<file path="config.mk">
export PLATFORM = sky130hd
export DESIGN_NAME = dmux_dispatch
export DESIGN_NICKNAME = d
export VERILOG_FILES = /design/src/rtl/dmux_pkg.sv /design/src/rtl/dmux_dispatch_rr_ptr.sv /design/src/rtl/dmux_dispatch.sv
export SDC_FILE = /design/constraint.sdc
export NUM_CORES = 1
export LEC_CHECK = 0
export CELL_PAD_IN_SITES_DETAIL_PLACEMENT = 1
export CELL_PAD_IN_SITES_GLOBAL_PLACEMENT = 2
export CORE_UTILIZATION = 21
export CTS_CLUSTER_DIAMETER = 120
export DETAILED_ROUTE_END_ITERATION = 6
export GPL_ROUTABILITY_DRIVEN = 0
export PLACE_DENSITY_LB_ADDON = 0.1
export SETUP_SLACK_MARGIN = 0.1
export SLEW_MARGIN = 5
export SYNTH_ARGS = -nofsm -noshare
export SYNTH_HDL_FRONTEND = slang
export SYNTH_SLANG_ARGS = --single-unit
</file>
<file path="constraint.sdc">
create_clock -name clk -period 1.5 [get_ports clk]
set_clock_uncertainty 0.05 [all_clocks]
set_input_delay 0.375 -clock clk [delete_from_list [all_inputs] [get_ports clk]]
set_output_delay 0.375 -clock clk [all_outputs]
set_load 0.03 [all_outputs]
</file>
<file path="src/rtl/dmux_pkg.sv">
// Shared types and constants for the dmux_dispatch slice: the two-state
// dispatcher FSM encoding and the width of the optional per-output counters.
package dmux_pkg;

   typedef enum logic {
      EMPTY = 1'b0,
      HOLD  = 1'b1
   } state_t;

   localparam int CNT_W = 16;

endpackage

</file>
<file path="src/rtl/dmux_dispatch_rr_ptr.sv">
// Modulo-NOUT round-robin pointer. It steps by one when adv is high, and
// load_zero returns it to output 0.
module rr_ptr #(
   parameter int NOUT  = 4,
   parameter int SEL_W = $clog2(NOUT)
) (
   input  logic             clk,
   input  logic             adv,
   input  logic             load_zero,
   output logic [SEL_W-1:0] ptr
);

   // NOTE: sequential state uses non-blocking assignments only, so every flop
   // in the design samples the pre-edge values regardless of block ordering.
   always_ff @(posedge clk) begin
      if (load_zero) begin
         ptr <= '0;
      end else if (adv) begin
         ptr <= (ptr == SEL_W'(NOUT - 1)) ? '0 : ptr + 1'b1;
      end
   end

endmodule

</file>
<file path="src/rtl/dmux_dispatch.sv">
// One-entry dispatcher that steers each upstream item to one of NOUT outputs,
// using either round-robin or fixed steering. Defining DMUX_DISPATCH_CNT_EN
// adds a 16-bit transfer counter for each output, exposed on the dcount port.
module dmux_dispatch
   import dmux_pkg::*;
#(
   parameter int WIDTH = 8,
   parameter int NOUT  = 4,
   localparam int SEL_W = $clog2(NOUT)
) (
   input  logic             clk,
   input  logic             rst_n,
   input  logic             in_valid,
   output logic             in_ready,
   input  logic [WIDTH-1:0] in_data,
   input  logic             mode,
   input  logic [SEL_W-1:0] fixed_sel,
   output logic [NOUT-1:0]  out_valid,
   input  logic [NOUT-1:0]  out_ready,
   output logic [WIDTH-1:0] out_data,
   output logic [SEL_W-1:0] cur_sel,
   output logic             busy
`ifdef DMUX_DISPATCH_CNT_EN
   ,output logic [NOUT*CNT_W-1:0] dcount
`endif
);

   state_t           state_q;
   logic [SEL_W-1:0] target_q;
   logic [SEL_W-1:0] rr_val;
   logic [SEL_W-1:0] nxt_tgt;
   logic [NOUT-1:0]  nxt_onehot;
   logic             accept;
   logic             xfer;

   // While a transfer is in progress, the held slot frees up in the same cycle,
   // so a new item can follow on the next cycle without a gap.
   assign in_ready   = rst_n & ((state_q == EMPTY) | out_ready[target_q]);
   assign accept     = in_valid & in_ready;
   assign xfer       = (state_q == HOLD) & out_ready[target_q];
   assign nxt_tgt    = mode ? fixed_sel : rr_val;
   assign nxt_onehot = {{(NOUT-1){1'b0}}, 1'b1} << nxt_tgt;
   assign cur_sel    = (state_q == HOLD) ? target_q : rr_val;

   rr_ptr #(
      .NOUT  (NOUT),
      .SEL_W (SEL_W)
   ) u_rr_ptr (
      .clk       (clk),
      .adv       (accept & ~mode),
      .load_zero (~rst_n),
      .ptr       (rr_val)
   );

   always_ff @(posedge clk) begin
      if (!rst_n) begin
         state_q   <= EMPTY;
         target_q  <= '0;
         out_data  <= '0;
         out_valid <= '0;
         busy      <= 1'b0;
      end else begin
         case (state_q)
            EMPTY: begin
               if (accept) begin
                  state_q   <= HOLD;
                  target_q  <= nxt_tgt;
                  out_data  <= in_data;
                  out_valid <= nxt_onehot;
                  busy      <= 1'b1;
               end
            end
            HOLD: begin
               if (accept) begin
                  target_q  <= nxt_tgt;
                  out_data  <= in_data;
                  out_valid <= nxt_onehot;
               end else if (xfer) begin
                  // The last value stays on out_data, but no output is marked valid.
                  state_q   <= EMPTY;
                  out_valid <= '0;
                  busy      <= 1'b0;
               end
            end
            default: state_q <= EMPTY;
         endcase
      end
   end

`ifdef DMUX_DISPATCH_CNT_EN
   logic [CNT_W-1:0] cnt_q [NOUT];

   always_ff @(posedge clk) begin
      for (int i = 0; i < NOUT; i++) begin
         if (!rst_n) begin
            cnt_q[i] <= '0;
         end else if (xfer && (target_q == SEL_W'(i))) begin
            cnt_q[i] <= cnt_q[i] + 1'b1;
         end
      end
   end

   for (genvar g = 0; g < NOUT; g++) begin : g_dcount
      assign dcount[g*CNT_W +: CNT_W] = cnt_q[g];
   end
`endif

endmodule

</file>
==> metrics.log <==
INFO  metric run_status = finished with violations
INFO  metric violated_checks = setup timing
INFO  metric timing_hold_violations_final = 0
INFO  metric min-delay-path-class = flip-flop to flip-flop
INFO  metric rsz0062_at_grt = true
INFO  metric synth_enable_flop_cells = 0
INFO  metric maxCapViolations = 0
INFO  metric clock_tree_from_tritoncts = built
INFO  metric io_buffer_count = 33
INFO  metric setup.worst_path.class = flip-flop to output pin
INFO  metric yosysMostFrequentCell = sky130_fd_sc_hd__nand2_1
INFO  metric total_via_count_in_the_routed_design = 797
INFO  metric netlist_area = 827.0 um2
INFO  metric tritoncts_num_sinks = 18
INFO  metric tightest_slew = 289.7 ps
INFO  metric die-area = 4193 um2
INFO  metric timing.hold.worst_endpoint = out_data[5]$_SDFFE_PN0P_
INFO  metric final_nets = 155
INFO  metric finalSetupViolCount = 19
INFO  metric area_growth_syn_to_layout = 66.26%
INFO  metric clockRootBuffer = sky130_fd_sc_hd__clkbuf_8
INFO  metric wire_length_of_the_first_global_routing_pass = 3.843 mm
INFO  metric regToRegStartpoint = target_q[0]$_SDFFE_PN0P_
INFO  metric register_bit_total_from_synthesis = 18
INFO  metric post_drt_via_cell_ratio = 4.379
INFO  metric total_power = 1.208 mW
INFO  metric r2r.worst_path.cells = 5
INFO  metric drt_drc_violations_left = 0
INFO  metric fmax = 532.9 MHz
INFO  metric synth.avg_cell_area = 9.846 um2
INFO  metric yosys.cell_types.count = 21
INFO  metric crit_chain = mux4_2 > nor2_4 > nor2_2 > buf_6
INFO  metric first_global_vias = 826
INFO  metric layout_worst_path_cycle_share = 1.251
INFO  metric core-area = 3716 um2
INFO  metric avgRoutedWirePerCell = 12.93 um
INFO  metric irDropWorstVdd = 0.0004539 V
INFO  metric numCtsBuffers = 3
INFO  metric clock_insertion_delay_worst_skew = 250 ps
INFO  metric initial_antenna_violation_count = 0
INFO  metric timing.max_slew.rel_slack = 0.8065
INFO  metric setup.worst_path.start_class = flip-flop
INFO  metric post_synth_most_frequent_cells = sky130_fd_sc_hd__nand2_1 (22), sky130_fd_sc_hd__dfxtp_1 (18), sky130_fd_sc_hd__mux2i_1 (13)
INFO  metric regToRegSetupSlack = -260 ps
INFO  metric synth_sequential_area_ratio = 0.4357
INFO  metric synthCells = 84
INFO  metric timing.critical_path.slowest_cell_delay = 550 ps
INFO  metric dp_hpwl = 1.657 mm
INFO  metric dpl-instance-area = 1286 um2
INFO  metric grt_max_degree = 27
INFO  metric htree_num_levels = 1
INFO  metric ys.flop_type = sky130_fd_sc_hd__dfxtp_1
INFO  metric power-per-cell-area = 878.5 nW/um2
INFO  metric yosys_warnings = 0
INFO  metric overflow = 0
INFO  metric p_leak = 0.6228 nW
INFO  metric finalMaxSlewViolations = 0
INFO  metric insertedDiodeCount = 0
INFO  metric crit_path_end_kind = output pin
INFO  metric pin_count = 34
INFO  metric worst_slack_at_placement = -599.3 ps
INFO  metric postLayoutSetupSlackWorst = -376.5 ps
INFO  metric ctsLongestPathBuffers = 2
INFO  metric post_route_ant_nets = 0
INFO  metric min_delay_path_depth = 2
INFO  metric netlist.top_cell.by_area = sky130_fd_sc_hd__dfxtp_1
INFO  metric worst_hold_slack = 411.9 ps
INFO  metric hold_path.startpoint = out_data[5]$_SDFFE_PN0P_
INFO  metric die_h = 64.76 um
INFO  metric final_design_area_no_fill = 1375 um2
INFO  metric regToRegEndpoint = out_valid[1]$_SDFFE_PN0P_
INFO  metric drtIter0Drc = 9
INFO  metric dr.pass1.iters = 3
INFO  metric arrival_time_of_data_at_the_critical_path_endpoint = 1450 ps
INFO  metric critical_path_required = 1070 ps
INFO  metric synthArstFlopShare = 0
INFO  metric finalWorstPathRequiredPeriod = 1876 ps
INFO  metric critPathMaxFanout = 2
INFO  metric synth_nets = 103
INFO  metric floorplan.die.width = 64.76 um
INFO  metric critical-path-slowest-cell = sky130_fd_sc_hd__mux4_2
INFO  metric rows = 22
INFO  metric totalWireLength = 2.354 mm
INFO  metric start_util = 0.2226
INFO  metric grt_use_total = 0.1218
INFO  metric clk_transition_reported_paths = 70 ps
INFO  metric post_route_cells_drive_above_1_share = 0.3657
INFO  metric synth.top_cells.by_area = sky130_fd_sc_hd__dfxtp_1 (44%), sky130_fd_sc_hd__mux2i_1 (16%), sky130_fd_sc_hd__nand2_1 (10%)
INFO  metric netlist.area_leader.share = 0.4357
==> state kept, by name, summed over array words and instances, names as in the netlist <==
register / cells
out_data: 8
out_valid: 4
target_q: 2
u_rr_ptr.ptr: 2
busy: 1
state_q: 1
==> routing by layer <==
metal,GRT usage,part of all wire,up-vias
met5,0,0,-
met4,0.02500,0.0076,0
met3,0.04225,0.051,2
met2,0.2083,0.51,19
met1,0.1454,0.43,384
li1,-,-,392
==> critical path, delay by kind of cell, from the launching register on <==
kind,cells,cell delay (ps)
muxes,1,550
DFF,1,360
buffers and inverters,1,140
and+or+nand+nor,2,160
==> report_power, final <==
part           switching, mW  leakage (nW)  internal [mW]  total (mW)
Combinational          0.171         0.452          0.170       0.342
Sequential            0.0196         0.149          0.509       0.529
Clock                  0.159        0.0216          0.178       0.337
Total                  0.350         0.623          0.858        1.21
==> cell usage in the layout, fill, tap and decap left out, types with 2 or more instances in the layout <==
cell                              synthesis  final
sky130_fd_sc_hd__buf_4                    0     16
sky130_fd_sc_hd__inv_1                    3      3
sky130_fd_sc_hd__and3_1                   2      2
sky130_fd_sc_hd__dfxtp_1                 18     16
sky130_fd_sc_hd__clkbuf_2                 0     10
sky130_fd_sc_hd__buf_6                    1      5
sky130_fd_sc_hd__nand2_1                 22     22
sky130_fd_sc_hd__mux2i_1                 13     12
sky130_fd_sc_hd__a22o_1                   4      4
sky130_fd_sc_hd__clkbuf_8                 0      3
sky130_fd_sc_hd__clkdlybuf4s50_1          0     13
sky130_fd_sc_hd__mux2_4                   0      2
sky130_fd_sc_hd__dfxtp_4                  0      2
sky130_fd_sc_hd__nor3_1                   2      2
sky130_fd_sc_hd__dlygate4sd2_1            0      4
sky130_fd_sc_hd__clkdlybuf4s15_2          0      3
==> cells by family (layout without fill, tap and decap cells) <==
group / Yosys count / after routing / synth area share
simple gates: 30 / 30 / 0.1513
mux: 17 / 17 / 0.2254
compound gates: 11 / 11 / 0.1316
flops: 18 / 18 / 0.4357
buf+inv: 7 / 57 / 0.04084
fa+ha+maj: 1 / 1 / 0.01513
==> area by class of cell <==
class | count | area [um2]
inverter | 3 | 11.26
sequential | 18 | 367.9
fill | 435 | 2341
clock buffer | 3 | 41.29
multi-input combinational | 59 | 469.2
tap | 48 | 60.06
timing repair buffer | 51 | 425.4
==> worst max-delay path by stage <==
stage                             start                       end  slack (ps)  cells after the start
2_1_floorplan              out_ready[3]  target_q[1]$_SDFFE_PN0P_        -130                      4
3_3_place_gp               out_ready[3]                  in_ready        -600                      5
3_5_place_dp               out_ready[3]                  in_ready        -600                      5
4_1_cts        target_q[0]$_SDFFE_PN0P_                  in_ready        -410                      4
5_1_grt        target_q[0]$_SDFFE_PN0P_                  in_ready        -430                      4
6_report       target_q[0]$_SDFFE_PN0P_                  in_ready        -380                      4
==> metrics by stage <==
step / std cells / setup TNS (ps) / utilization
floorplan: 84 / -659.6 / -
global placement: 173 / -8941 / 0.3461
detailed placement: 173 / -9008 / 0.3461
CTS: 180 / -3962 / 0.3727
global route: 182 / -4908 / 0.3700
finish: 182 / -3821 / 0.3700
==> repair_timing <==
item | 4_1_cts | 5_1_grt
pin swaps | 2 | 6
setup buffers | 4 | 2
gates resized for setup | 55 | 15
hold buffers | 0 | 0
hold endpoints to repair | 0 | 0
endpoints found under the setup margin | 34 | 31
No activity file was read; power rests on OpenSTA's default activity.
==> variant (config.mk and constraints unchanged) <==
`WIDTH`: 8 -> 12.
--- a/src/rtl/dmux_dispatch.sv
+++ b/src/rtl/dmux_dispatch.sv
@@ -4,7 +4,7 @@
 module dmux_dispatch
    import dmux_pkg::*;
 #(
-   parameter int WIDTH = 8,
+   parameter int WIDTH = 12,
    parameter int NOUT  = 4,
    localparam int SEL_W = $clog2(NOUT)
 ) (
Interface: changed (resized in_data and out_data); port bits go from 34 to 42. No check against the original RTL was run, so the function may have changed too.
==> variant against the original RTL <==
The flow still finishes with violations (negative setup slack). Critical endpoint unchanged. Maximum frequency down 2.7%. Sequential power grew 22%. Cell area grew 23%. Largest cell class is now buffers. Wire length increased by 20%. Setup slack got worse by 0.052 ns. Synthesized area rose by 19%. Total power grew 18%. Sequential cell count rose by 4.
==> variant: results <==
{
  "status": "finished with violations",
  "violations": "negative setup slack",
  "wl_microns": 2840,
  "fin_ws_ns": -0.428,
  "avgSynthCellArea_sq_um": 9.62,
  "stdcell_count": 210,
  "vdd_drop_max_mv": 0.282,
  "drt_iter0_markers": 34,
  "gr-usage-met1_pct": 14.6,
  "wl_met1_microns": 1270,
  "yosysSeqAreaShare_pct": 44.9,
  "met2_usage_pct": 20.3,
  "cp_slowest_stage_delay_ns": 0.52,
  "synth_area_leaders": "dfxtp_1 (45%), mux2i_1 (16%), nand2_1 (12%), mux2_2 (4.6%), buf_6 (2.3%)",
  "synthDistinctLibCells": 20,
  "num-fill-cells": 496,
  "drive_gt1_share_pct": 34.8,
  "finalSetupViolations": 24,
  "synthTopCellsByCount": "nand2_1 (31), dfxtp_1 (22), mux2i_1 (16), clkbuf_1 (5), mux2_2 (4)",
  "slew_headroom_pct": 80.7,
  "switching_share_pct": 28.7,
  "dp_hpwl_microns": 2040,
  "port_buffers": 41,
  "power_leakage_uw": 0.000717,
  "post_drt_via_cell_ratio": 4.37,
  "wl_met3_microns": 161,
  "dpl_cell_area_sq_mm": 0.00155,
  "multi_input_area_sq_um": 524,
  "arrival_ns": 1.50,
  "final_nets": 183,
  "met2_length_microns": 1360,
  "grt_pass1_wl_microns": 4710,
  "grt_max_degree": 30,
  "dp_slack_ns": -0.619,
  "synthesis.nets": 125,
  "grt_usage_pct": 12.3,
  "timing.setup.tns_ns": -6.84
}
[variant: changes by cell type after synthesis, sizes merged, moves of 2 or more]
cell / before / now
nand2: 22 / 31
a22o: 4 / 0
dfxtp: 18 / 22
mux2i: 13 / 16
a32o: 0 / 2
and3: 2 / 0
clkbuf: 3 / 5
nor3: 2 / 0
o2bb2ai: 0 / 2
[variant: power groups by stage]
stage               Sequential [uW]  Combinational (uW)  Clock [uW]
floorplan                       717                 140           0
global placement                657                 385           0
detailed placement              659                 389           0
CTS                             647                 415         394
global route                    651                 443         425
finish                          645                 413         370
[variant: cells by family (layout without fill, tap and decap cells)]
| kind of cell | count (synthesis) | count (layout) | share of synthesized area [%] |
|---|---|---|---|
| multiplexers | 21 | 21 | 23.2 |
| buffers and inverters | 10 | 66 | 5.36 |
| adder cells (fa/ha/maj) | 1 | 1 | 1.28 |
| AND/OR/NAND/NOR | 36 | 36 | 14.3 |
| flip-flops | 22 | 22 | 44.9 |
| AO/OA/AOI/OAI | 12 | 12 | 11.0 |
[variant: cell type report]
class / instances / share of cell area [%]
inverters: 3 / 0.665
multi-input cells: 70 / 31.0
repair buffers: 60 / 35.8
flip-flops and latches: 22 / 26.3
well taps: 52 / 3.84
clock buffers: 3 / 2.44
[variant: final timing paths]
path,startpoint,to,slack [ns],cells past startpoint
hold reg to reg,out_data[0],out_data[0],0.41,2
setup / recovery,target_q[0],in_ready,-0.43,3
hold / removal,out_data[0],out_data[0],0.41,2
setup reg to reg,target_q[0],out_valid[2],-0.34,6
[variant: worst min-delay path, cell delays in order (launching register included)]
cell and delay, ns:
dfxtp_1 0.32, nand2_1 0.05, mux2i_1 0.05
[variant: what timing repair did]
action                                  4_1_cts  5_1_grt
cloned                                        1        0
endpoints found under the setup margin       41       25
setup buffers                                 1        2
resized for setup                            73        4
pin swaps                                     2        2
